File: src/rtl/alu_ctrl_sequencer_if.sv
// ALU control-step interface: instruction inputs from memory/IR and the
// datapath enables, register-select controls and one-hot ALU strobes.
interface alu_ctrl_sequencer_if;
   logic        run;
   logic        mem_ready;
   logic [31:0] ir;
   logic        PCout, PCin, MARin, MDRin, MDRout, Read, IRin;
   logic        Yin, Zin, Zlowout, Zhighout, LOin, HIin;
   logic        Gra, Grb, Grc, Rin, Rout;
   logic [13:0] alu_op;
   logic        busy;
   logic        fault;

   modport master (
      input  run, mem_ready, ir,
      output PCout, PCin, MARin, MDRin, MDRout, Read, IRin,
      output Yin, Zin, Zlowout, Zhighout, LOin, HIin,
      output Gra, Grb, Grc, Rin, Rout, alu_op, busy, fault
   );

   modport slave (
      output run, mem_ready, ir,
      input  PCout, PCin, MARin, MDRin, MDRout, Read, IRin,
      input  Yin, Zin, Zlowout, Zhighout, LOin, HIin,
      input  Gra, Grb, Grc, Rin, Rout, alu_op, busy, fault
   );
endinterface

File: src/rtl/alu_ctrl_sequencer.sv
// Control-step sequencer for ALU-class instructions: fetch, decode, then step
// the Y/Z/HI/LO/register-file enables with a one-hot ALU strobe.
module alu_ctrl_sequencer #(
   parameter int MEM_TIMEOUT = 16
) (
   input  logic                        clock,
   input  logic                        clear_n,
   alu_ctrl_sequencer_if.master        bus
);

   typedef enum logic [3:0] {
      S_IDLE, S_T0, S_T1, S_T2, S_T3, S_T4, S_T5, S_T6, S_FAULT
   } state_t;

   state_t      state_q, state_d;
   logic [4:0]  cnt_q, cnt_d;
   logic [13:0] op_q, op_d;
   logic [13:0] dec;
   logic        unary;
   logic        muldiv;

   always_comb begin
      dec = '0;
      case (bus.ir[31:27])
         5'b00011: dec[0]  = 1'b1;
         5'b00100: dec[1]  = 1'b1;
         5'b01111: dec[2]  = 1'b1;
         5'b10000: dec[3]  = 1'b1;
         5'b01010: dec[4]  = 1'b1;
         5'b01011: dec[5]  = 1'b1;
         5'b00101: dec[6]  = 1'b1;
         5'b00110: dec[7]  = 1'b1;
         5'b00111: dec[8]  = 1'b1;
         5'b01000: dec[9]  = 1'b1;
         5'b01001: dec[10] = 1'b1;
         5'b10001: dec[11] = 1'b1;
         5'b10010: dec[12] = 1'b1;
         default:  dec     = '0;
      endcase
   end

   assign unary  = dec[11] | dec[12];
   assign muldiv = op_q[2] | op_q[3];

   // The opcode is latched in T3 so later steps never depend on ir again.
   always_comb begin
      state_d = state_q;
      cnt_d   = cnt_q;
      op_d    = op_q;
      case (state_q)
         S_IDLE: if (bus.run) state_d = S_T0;
         S_T0: begin
            state_d = S_T1;
            cnt_d   = '0;
         end
         S_T1: begin
            if (bus.mem_ready) begin
               state_d = S_T2;
            end else if (cnt_q == 5'(MEM_TIMEOUT - 1)) begin
               state_d = S_FAULT;
               cnt_d   = 5'(MEM_TIMEOUT);
            end else if (cnt_q != 5'h1F) begin
               cnt_d = cnt_q + 5'd1;
            end
         end
         S_T2: state_d = S_T3;
         S_T3: begin
            op_d = dec;
            if (dec == '0)  state_d = S_FAULT;
            else if (unary) state_d = S_T5;
            else            state_d = S_T4;
         end
         S_T4: state_d = S_T5;
         S_T5: begin
            if (muldiv)       state_d = S_T6;
            else if (bus.run) state_d = S_T0;
            else              state_d = S_IDLE;
         end
         S_T6:    state_d = bus.run ? S_T0 : S_IDLE;
         S_FAULT: state_d = S_FAULT;
         default: state_d = S_IDLE;
      endcase
   end

   always_ff @(posedge clock or negedge clear_n) begin
      if (!clear_n) begin
         state_q <= S_IDLE;
         cnt_q   <= '0;
         op_q    <= '0;
      end else begin
         state_q <= state_d;
         cnt_q   <= cnt_d;
         op_q    <= op_d;
      end
   end

   // Counter is zero only on the first T1 cycle, which is where PC is reloaded.
   always_comb begin
      bus.PCout    = 1'b0;
      bus.PCin     = 1'b0;
      bus.MARin    = 1'b0;
      bus.MDRin    = 1'b0;
      bus.MDRout   = 1'b0;
      bus.Read     = 1'b0;
      bus.IRin     = 1'b0;
      bus.Yin      = 1'b0;
      bus.Zin      = 1'b0;
      bus.Zlowout  = 1'b0;
      bus.Zhighout = 1'b0;
      bus.LOin     = 1'b0;
      bus.HIin     = 1'b0;
      bus.Gra      = 1'b0;
      bus.Grb      = 1'b0;
      bus.Grc      = 1'b0;
      bus.Rin      = 1'b0;
      bus.Rout     = 1'b0;
      bus.alu_op   = '0;
      bus.busy     = (state_q != S_IDLE) && (state_q != S_FAULT);
      bus.fault    = (state_q == S_FAULT);
      case (state_q)
         S_T0: begin
            bus.PCout      = 1'b1;
            bus.MARin      = 1'b1;
            bus.alu_op[13] = 1'b1;
            bus.Zin        = 1'b1;
         end
         S_T1: begin
            bus.Zlowout = 1'b1;
            bus.PCin    = (cnt_q == 5'd0);
            bus.Read    = 1'b1;
            bus.MDRin   = 1'b1;
         end
         S_T2: begin
            bus.MDRout = 1'b1;
            bus.IRin   = 1'b1;
         end
         S_T3: begin
            if (dec != '0) begin
               bus.Grb  = 1'b1;
               bus.Rout = 1'b1;
               if (unary) begin
                  bus.alu_op = dec;
                  bus.Zin    = 1'b1;
               end else begin
                  bus.Yin = 1'b1;
               end
            end
         end
         S_T4: begin
            bus.Grc    = 1'b1;
            bus.Rout   = 1'b1;
            bus.alu_op = op_q;
            bus.Zin    = 1'b1;
         end
         S_T5: begin
            bus.Zlowout = 1'b1;
            if (muldiv) begin
               bus.LOin = 1'b1;
            end else begin
               bus.Gra = 1'b1;
               bus.Rin = 1'b1;
            end
         end
         S_T6: begin
            bus.Zhighout = 1'b1;
            bus.HIin     = 1'b1;
         end
         default: ;
      endcase
   end

endmodule
File: src/flat_wrapper.sv
// flat-port wrapper written by rule: the top's interface ports become plain ports
module alu_ctrl_sequencer_flat 
#(
   parameter int MEM_TIMEOUT = 16
)
  (clock, clear_n, bus_run, bus_mem_ready, bus_ir, bus_PCout, bus_PCin, bus_MARin, bus_MDRin, bus_MDRout, bus_Read, bus_IRin, bus_Yin, bus_Zin, bus_Zlowout, bus_Zhighout, bus_LOin, bus_HIin, bus_Gra, bus_Grb, bus_Grc, bus_Rin, bus_Rout, bus_alu_op, bus_busy, bus_fault);
  alu_ctrl_sequencer_if bus_i ();
  input  logic clock;
  input  logic clear_n;
  input wire logic [$bits(bus_i.run)-1:0] bus_run;
  input wire logic [$bits(bus_i.mem_ready)-1:0] bus_mem_ready;
  input wire logic [$bits(bus_i.ir)-1:0] bus_ir;
  output wire logic [$bits(bus_i.PCout)-1:0] bus_PCout;
  output wire logic [$bits(bus_i.PCin)-1:0] bus_PCin;
  output wire logic [$bits(bus_i.MARin)-1:0] bus_MARin;
  output wire logic [$bits(bus_i.MDRin)-1:0] bus_MDRin;
  output wire logic [$bits(bus_i.MDRout)-1:0] bus_MDRout;
  output wire logic [$bits(bus_i.Read)-1:0] bus_Read;
  output wire logic [$bits(bus_i.IRin)-1:0] bus_IRin;
  output wire logic [$bits(bus_i.Yin)-1:0] bus_Yin;
  output wire logic [$bits(bus_i.Zin)-1:0] bus_Zin;
  output wire logic [$bits(bus_i.Zlowout)-1:0] bus_Zlowout;
  output wire logic [$bits(bus_i.Zhighout)-1:0] bus_Zhighout;
  output wire logic [$bits(bus_i.LOin)-1:0] bus_LOin;
  output wire logic [$bits(bus_i.HIin)-1:0] bus_HIin;
  output wire logic [$bits(bus_i.Gra)-1:0] bus_Gra;
  output wire logic [$bits(bus_i.Grb)-1:0] bus_Grb;
  output wire logic [$bits(bus_i.Grc)-1:0] bus_Grc;
  output wire logic [$bits(bus_i.Rin)-1:0] bus_Rin;
  output wire logic [$bits(bus_i.Rout)-1:0] bus_Rout;
  output wire logic [$bits(bus_i.alu_op)-1:0] bus_alu_op;
  output wire logic [$bits(bus_i.busy)-1:0] bus_busy;
  output wire logic [$bits(bus_i.fault)-1:0] bus_fault;
  assign bus_i.run = bus_run;
  assign bus_i.mem_ready = bus_mem_ready;
  assign bus_i.ir = bus_ir;
  assign bus_PCout = bus_i.PCout;
  assign bus_PCin = bus_i.PCin;
  assign bus_MARin = bus_i.MARin;
  assign bus_MDRin = bus_i.MDRin;
  assign bus_MDRout = bus_i.MDRout;
  assign bus_Read = bus_i.Read;
  assign bus_IRin = bus_i.IRin;
  assign bus_Yin = bus_i.Yin;
  assign bus_Zin = bus_i.Zin;
  assign bus_Zlowout = bus_i.Zlowout;
  assign bus_Zhighout = bus_i.Zhighout;
  assign bus_LOin = bus_i.LOin;
  assign bus_HIin = bus_i.HIin;
  assign bus_Gra = bus_i.Gra;
  assign bus_Grb = bus_i.Grb;
  assign bus_Grc = bus_i.Grc;
  assign bus_Rin = bus_i.Rin;
  assign bus_Rout = bus_i.Rout;
  assign bus_alu_op = bus_i.alu_op;
  assign bus_busy = bus_i.busy;
  assign bus_fault = bus_i.fault;
  alu_ctrl_sequencer #(.MEM_TIMEOUT(MEM_TIMEOUT)) u_core (.clock(clock), .clear_n(clear_n), .bus(bus_i));
endmodule
File: config.mk
export PLATFORM = sky130hd
export DESIGN_NAME = alu_ctrl_sequencer_flat
export DESIGN_NICKNAME = d
export VERILOG_FILES = /design/src/rtl/alu_ctrl_sequencer_if.sv /design/src/rtl/alu_ctrl_sequencer.sv /design/src/flat_wrapper.sv
export SDC_FILE = /design/constraint.sdc
export NUM_CORES = 1
export LEC_CHECK = 0
export ABC_AREA = 0
export BUFFER_PORTS_ARGS = -buffer_cell sky130_fd_sc_hd__buf_2
export CAP_MARGIN = 20
export CORE_MARGIN = 2
export CORE_UTILIZATION = 47
export CTS_BUF_LIST = sky130_fd_sc_hd__clkbuf_8
export DETAILED_ROUTE_END_ITERATION = 7
export PLACE_DENSITY_LB_ADDON = 0.2
export REMOVE_ABC_BUFFERS = 1
export SLEW_MARGIN = 15
export SYNTH_ARGS = -nofsm -noshare
export SYNTH_HDL_FRONTEND = slang
export SYNTH_SLANG_ARGS = --single-unit
export TNS_END_PERCENT = 10
File: constraint.sdc
create_clock -name clock -period 2.2 [get_ports clock]
set_input_delay 0.11 -clock clock [delete_from_list [all_inputs] [get_ports clock]]
set_output_delay 0.11 -clock clock [all_outputs]
set_load 0.02 [all_outputs]
# == Word level (Yosys, flattened, before mapping) ==
# Index checks and enable logic that the tools add are counted.
# totals
reg_bits,22
in_bits,36
output_inout_bits,34
word_cells,94
# op_classes
add_sub_neg,1
eq_ne,28
n_mux,49
bitwise_logic,2
reduce_logical,11
# ops
op,n
4-bit one-hot mux with 9 select lines,1
1-bit 2-to-1 mux,32
"5-bit by 4-bit == test with 1-bit output, second input constant",6
13-bit 2-to-1 mux,2
13-bit one-hot mux with 2 select lines,1
"5-bit by 3-bit == test with 1-bit output, second input constant",4
4-bit 2-to-1 mux,5
"4-bit by 3-bit == test with 1-bit output, second input constant",4
"5-bit == test, second input constant",3
5-bit 2-to-1 mux,3
14-bit zero test,1
14-bit nonzero test,1
5-bit one-hot mux with 2 select lines,1
"4-bit by 2-bit == test with 1-bit output, second input constant",2
1-bit one-hot mux with 2 select lines,3
"5-bit by 1-bit adder with 5-bit output, second input constant",1
"5-bit by 2-bit == test with 1-bit output, second input constant",1
5-bit zero test,1
"5-bit inequality test, second input constant",1
"4-bit by 1-bit == test with 1-bit output, second input constant",1
"4-bit == test, second input constant",1
4-bit zero test,1
"2-bit inequality test, second input constant",2
"4-bit inequality test, second input constant",1
other kinds (10),12

# == Logic depth before layout (Yosys ltp) ==
# Gate-level depths: netlist (run 1).
# logic_depth
ltp_word,6
ltp_mapped,7
depth_no_buf,7

# == Least setup slack after synthesis (run 1) ==
# No wires, ideal clock.
# synth_timing
path_type,reg-to-output
startpoint,register u_core.state_q[0]
endpoint,output port bus_alu_op[11]
t_arrival_ns,1.882
required_ns,2.090
path_slack_ns,0.208
path_stages_with_launch,4
path_buffers,0
cell_sequence,dfrtp_1 -> or4b_4 -> or3_4 -> o21ai_0
# synth_between
elab_chain_len,2
elab_cells_between_ends,3
cone_classes,eq/ne: 2; mux: 1
# synth_rtl
element,line,rtl
from (decl),alu_ctrl_sequencer.sv:15,"state_t state_q, state_d;"
from (signal assigned),alu_ctrl_sequencer.sv:91,state_q <= state_d;
"4-bit by 3-bit == test with 1-bit output, on equally long branches",-,
13-bit one-hot mux with 2 select lines *,alu_ctrl_sequencer.sv:120,case (state_q)
to (decl),flat_wrapper.sv:31,output wire logic [$bits(bus_i.alu_op)-1:0] bus_alu_op;
# Mark *: on every way between the ends. The rest lies on a longest branch, timed or not.

# == Final worst setup path (run 1) ==
# layout_timing
startpoint,register u_core.state_q[1]
endpoint,output port bus_alu_op[11]
# The elaborated chain is that of the path after synthesis.

==> results of run 1 <==
critical path: stages (launching register included):
cell and delay (ns):
dfrtp_2 0.45, or4b_4 0.55, or3_4 0.43, o21ai_0 0.15
buf_2 0.18
layer usage:
| layer | share of wire, % | GRT usage, % | wire (um) | up-vias |
|---|---|---|---|---|
| met5 | 0 | 0 | 0 | - |
| met4 | 1.1 | 7.143 | 35 | 0 |
| met3 | 5.4 | 2.857 | 175 | 4 |
| met2 | 47 | 32.70 | 1520 | 42 |
| met1 | 47 | 26.74 | 1528 | 599 |
| li1 | - | - | - | 653 |
registers in the layout, summed over array words and instances, names as in the netlist:
register        flops
u_core.op_q        13
u_core.state_q      4
u_core.cnt_q        5
metrics by stage:
step	hold WS, ns	instance area (um^2)	power [uW]	std cells
after floorplan	-0.1856	1331	1366	151
after global placement	0.09703	1633	1691	231
after detailed placement	0.1087	1633	1733	231
after CTS	0.2072	1685	1985	235
after global routing	0.2387	1688	2134	235
final	0.2107	1688	1976	235
power by group through the flow:
stage / Sequential, uW / Clock [uW] / Combinational [uW]
4_1_cts: 694 / 253 / 1040
3_3_place_gp: 685 / 0 / 1010
6_report: 693 / 245 / 1040
3_5_place_dp: 699 / 0 / 1030
2_1_floorplan: 697 / 0 / 668
5_1_grt: 719 / 268 / 1150
cells in the final DEF, fill, tap and decap left out, types with 2 or more instances in the layout:
master	count
nor2_1	9
buf_2	41
nor3_1	9
and2_1	13
a21oi_1	6
a22o_1	2
o31ai_1	2
ha_1	4
or3_1	3
buf_4	8
nand2_1	18
inv_1	8
o21ai_0	17
nand2b_1	7
dfrtp_1	21
nor2b_1	2
nor4_1	2
a211o_1	2
clkbuf_8	3
final timing paths:
path	to	slack (ns)	depth (start not counted)
max in group asynchronous	u_core.state_q[1]$_DFFE_PN0P_	1.44	2
hold / removal	u_core.op_q[3]$_DFFE_PN0P_	0.21	3
setup reg to reg	u_core.op_q[8]$_DFFE_PN0P_	0.28	4
setup / recovery	bus_alu_op[11]	0.07	4
hold reg to reg	u_core.op_q[9]$_DFFE_PN0P_	0.48	2
min in group asynchronous	u_core.op_q[6]$_DFFE_PN0P_	0.37	2
repair_timing:
action,CTS,global route
hold endpoints to repair,22,0
hold buffers,1,0
setup endpoints to repair,1,3
pin swaps,0,1
resized for setup,2,1
final cells by class:
cell class | instances | share of cell area (%)
timing repair buffer | 50 | 16.31
clock buffer | 3 | 2.446
tap | 31 | 2.298
multi-input combinational | 121 | 44.48
sequential | 22 | 32.69
inverter | 8 | 1.779
logic make-up (layout without fill, tap and decap cells):
group / after synthesis / count (layout) / share of synthesized area [%]
AOI/OAI and AO/OA: 40 / 40 / 18.22
DFF: 22 / 22 / 39.11
muxes: 1 / 1 / 0.7999
buffers and inverters: 21 / 61 / 7.555
adders and majority gates: 4 / 4 / 3.556
and+or+nand+nor: 76 / 76 / 30.76
==> impl_metrics.env, run 1 <==
export IMPL_status="complete, but fails checks"
export IMPL_failed_checks="design-rule violations"
export IMPL_hold_violations=0
export IMPL_clock_fmax_mhz=469.5
export IMPL_via_per_inst=5.523
export IMPL_post_drt_wl_per_cell_um=13.87
export IMPL_syn_inst=164
export IMPL_io_pins=70
export IMPL_crit_required_ns=2.09
export IMPL_crit_type="flop to output pin"
export IMPL_p_per_area_mw_per_mm2=1171
export IMPL_power_leakage_uw=0.0008738
export IMPL_syn_area_per_cell_um2=8.583
export IMPL_path_max_fanout=7
export IMPL_die_height_um=58.73
export IMPL_core_area_mm2=0.002805
export IMPL_rsz0062_at_grt="no"
export IMPL_port_buffers=42
export IMPL_yosysSeqAreaShare_pct=39.11
export IMPL_drc_errors=2
export IMPL_antenna_left=0
export IMPL_seqPwrFrac_pct=35.1
export IMPL_worstSkewPairLatency_ns=0.25
export IMPL_totalWireLength_mm=3.259
export IMPL_min_delay_start="bus_ir[27]"
export IMPL_start_util_pct=50.18
export IMPL_rows=19
export IMPL_drv_cap=0
export IMPL_switchingPower_uw=864.3
export IMPL_yosysMostFrequentCell="dfrtp_1"
export IMPL_cp_startpoint="u_core.state_q[1]$_DFFE_PN0P_"
export IMPL_die_area_mm2=0.003449
export IMPL_period_minus_slack_ns=2.130
export IMPL_fin_util_pct=60.17
export IMPL_diodes=0
export IMPL_syn_area_mm2=0.001408
export IMPL_relSlewSlack_pct=64.91
export IMPL_clock_sinks=22
export IMPL_async_flop_share_pct=100.0
export IMPL_drive_above_1_share_pct=29.90
export IMPL_min_period_over_period_pct=96.82
export IMPL_fillCellCount=261
export IMPL_endpoint_kind="output pin"
export IMPL_ys_seq_elements=22
export IMPL_ys_types=43
export IMPL_irDropWorstVdd_uv=819.5
export IMPL_p_clk_share_pct=12.4
export IMPL_synth_edff_count=0
export IMPL_cp_arrival_ns=2.02
export IMPL_numCtsBuffers=3
export IMPL_dp_hpwl_mm=2.436
export IMPL_postCtsSetupBuffers=0
export IMPL_seqCellArea_um2=551.8
export IMPL_clock_path_buffers=2
export IMPL_synth_top_area_share_pct=39.11
export IMPL_num_vias=1298
export IMPL_cts_clk_slew_worst_paths_ns=0.08
export IMPL_antenna_found_initial=0
export IMPL_tritoncts="yes"
export IMPL_final_setup_viol_count=0
export IMPL_p_int_uw=1111
export IMPL_timing_rr_start="u_core.state_q[1]$_DFFE_PN0P_"
export IMPL_syn2layout_area_growth_pct=19.91
export IMPL_grt_remaining_overflow=0
export IMPL_grt_pass1_wl_mm=5.340
export IMPL_ys_warn_count=0
export IMPL_worst_clock_skew_ns=0.003980
export IMPL_dr_first_iter_drc_count=33
export IMPL_combPwrFrac_pct=52.5
export IMPL_grt_pass1_vias=1223
export IMPL_die_width_um=58.73
export IMPL_multi_input_area_um2=750.7
export IMPL_setup_ws_ns=0.07005
export IMPL_tns_ns=0
export IMPL_ys_flop_type="dfrtp_1"
export IMPL_yosysTopAreaCell="dfrtp_1"
export IMPL_maxSlewViolCount=0
export IMPL_worstMarginPinSlew_ns=0.5263
export IMPL_num_nets_final=246
export IMPL_start_kind="flop"
export IMPL_dpl_worst_slack_ns=0.2462
export IMPL_htreeDepth=1
export IMPL_drt_pass1_iterations=6
export IMPL_p_sw_share_pct=43.75
export IMPL_synth_commonest_cells="dfrtp_1 (22), nand2_1 (18), o21ai_0 (18), and2_1 (13)"
export IMPL_gr_usage_all_layers_pct=19.92
export IMPL_ys_top_cells_by_area="dfrtp_1 (39%), o21ai_0 (6.4%), and2_1 (5.8%), nand2_1 (4.8%), buf_4 (3.7%)"
export IMPL_root_buffer="clkbuf_8"
export IMPL_place_congestion=0.8480
export IMPL_min_path_type="primary input to flop"
export IMPL_grt_max_degree=23
No activity file was read; power rests on OpenSTA's default activity.
==> inputs of run 2 (changes only) <==
Settings changed: CAP_MARGIN 20 to not set, RECOVER_POWER set to 25.
==> impl_metrics.env, run 2 (synthesis results as in run 1) <==
export IMPL_drc_errors=2
export IMPL_tns_ns=0
export IMPL_hold_end="u_core.op_q[3]$_DFFE_PN0P_"
export IMPL_grt_pass1_wl_mm=5.340
export IMPL_antenna_left=0
export IMPL_cp_slowest_cell="or4b_4"
export IMPL_syn2layout_area_growth_pct=19.82
export IMPL_min_period_over_period_pct=96.82
export IMPL_via_per_inst=5.523
export IMPL_io_pins=70
export IMPL_fin_area_mm2=0.001687
export IMPL_clock_fmax_mhz=469.5
export IMPL_largest_reg_flops=13
export IMPL_root_buffer="clkbuf_8"
export IMPL_worst_clock_skew_ns=0.003980
export IMPL_timing_rr_start="u_core.state_q[1]$_DFFE_PN0P_"
export IMPL_antenna_found_initial=0
export IMPL_crit_chain="or4b_4 > or3_4 > o21ai_0 > buf_2"
export IMPL_r2r_setup_slack_ns=0.28
export IMPL_grt_remaining_overflow=0
export IMPL_power_uw=1975
export IMPL_failed_checks="design-rule violations"
export IMPL_crit_type="flop to output pin"
export IMPL_totalWireLength_mm=3.257
export IMPL_path_max_fanout=7
export IMPL_final_common_cell="buf_2"
export IMPL_drv_cap=0
export IMPL_start_util_pct=50.18
export IMPL_ff2ff_path_depth=4
export IMPL_num_vias=1298
export IMPL_drive_above_1_share_pct=29.41
export IMPL_hold_violations=0
export IMPL_maxSlewViolCount=0
export IMPL_clock_sinks=22
export IMPL_num_nets_final=246
export IMPL_endpoint_kind="output pin"
export IMPL_numCtsBuffers=3
export IMPL_relSlewSlack_pct=16.04
export IMPL_min_path_type="primary input to flop"
export IMPL_place_area_mm2=0.001633
export IMPL_p_per_area_mw_per_mm2=1171
export IMPL_rows=19
export IMPL_grt_pass1_vias=1223
export IMPL_irDropWorstVdd_uv=819.5
export IMPL_cp_arrival_ns=2.02
export IMPL_diodes=0
export IMPL_critPathMaxStageDelay_ns=0.55
export IMPL_whs_path_depth=3
export IMPL_period_minus_slack_ns=2.130
export IMPL_start_kind="flop"
export IMPL_cts_clk_slew_worst_paths_ns=0.08
export IMPL_layout_common_cells="buf_2 (40), dfrtp_1 (21), nand2_1 (18), o21ai_0 (17), and2_1 (13)"
export IMPL_grt_max_degree=23
export IMPL_final_setup_viol_count=0
export IMPL_rsz0062_at_grt="no"
export IMPL_die_width_um=58.73
export IMPL_drt_pass1_iterations=6
export IMPL_die_height_um=58.73
export IMPL_core_area_mm2=0.002805
export IMPL_path_buf_inv=1
export IMPL_rr_endpoint="u_core.op_q[8]$_DFFE_PN0P_"
export IMPL_dp_hpwl_mm=2.436
export IMPL_tritoncts="yes"
export IMPL_regMostFlops="u_core.op_q"
export IMPL_worstSkewPairLatency_ns=0.25
export IMPL_dr_first_iter_drc_count=33
export IMPL_gr_usage_all_layers_pct=19.92
export IMPL_crit_required_ns=2.09
export IMPL_worstMarginPinSlew_ns=1.259
export IMPL_post_drt_wl_per_cell_um=13.86
export IMPL_postCtsSetupBuffers=0
export IMPL_port_buffers=42
export IMPL_place_congestion=0.8480
export IMPL_die_area_mm2=0.003449
export IMPL_top_regs="u_core.op_q: 13 flops, u_core.cnt_q: 5 flops, u_core.state_q: 4 flops"
export IMPL_path_delay_family="simple AND/OR/NAND/NOR gates"
export IMPL_status="complete, but fails checks"
export IMPL_clock_path_buffers=2
export IMPL_power_leakage_uw=0.0008710
export IMPL_htreeDepth=1
export IMPL_min_delay_start="bus_ir[27]"
-- run 2: worst max-delay path by stage --
stage / cells after the start / to / slack (ns) / start
floorplan: 3 / bus_alu_op[11] / 0.08 / u_core.state_q[3]$_DFFE_PN0P_
global route: 4 / bus_alu_op[11] / 0.009 / u_core.state_q[1]$_DFFE_PN0P_
finish: 4 / bus_alu_op[11] / 0.07 / u_core.state_q[1]$_DFFE_PN0P_
detailed placement: 4 / u_core.op_q[8]$_DFFE_PN0P_ / 0.25 / u_core.state_q[1]$_DFFE_PN0P_
global placement: 4 / u_core.op_q[8]$_DFFE_PN0P_ / 0.28 / u_core.state_q[1]$_DFFE_PN0P_
CTS: 4 / bus_alu_op[12] / 0.03 / u_core.state_q[1]$_DFFE_PN0P_
-- run 2: routing by layer --
layer  part of all wire (%)  global-route usage (%)
met5                      0                       0
met4                    1.1                   7.143
met3                    5.4                   2.857
met2                     47                   32.70
met1                     47                   26.74
-- run 2: per-stage QoR --
stage	setup WS [ns]	utilization [%]	hold slack [ns]	instances
floorplan	0.07985	-	-0.1856	151
global placement	0.2832	58.21	0.09703	231
detailed placement	0.2462	58.21	0.1087	231
CTS	0.02847	60.08	0.2072	235
global route	0.008933	60.12	0.2387	235
finish	0.07005	60.12	0.2107	235
-- run 2: layout make-up --
cell class,count,area [um^2]
sequential,22,551.8
clock buffer,3,41.29
tap,31,38.79
multi-input combinational,121,750.7
fill,259,1119
inverter,8,30.03
timing repair buffer,50,274.0
-- run 2: repair_timing --
action | in CTS | in global routing
pin swaps | 0 | 1
hold buffers | 1 | 0
hold endpoints to repair | 22 | 0
gates resized for setup | 2 | 1
setup endpoints to repair | 1 | 3
-- run 2: report_power, final --
part | switching, uW | internal (uW) | leakage, uW
Combinational | 624 | 414 | 0.000554
Sequential | 118 | 576 | 0.000296
Clock | 123 | 122 | 0.0000216
Total | 864 | 1110 | 0.000871
-- run 2: tightest hold or removal path, stage by stage --
cell and delay (ns):
buf_2 0.12, or2_2 0.13, o21ai_0 0.07
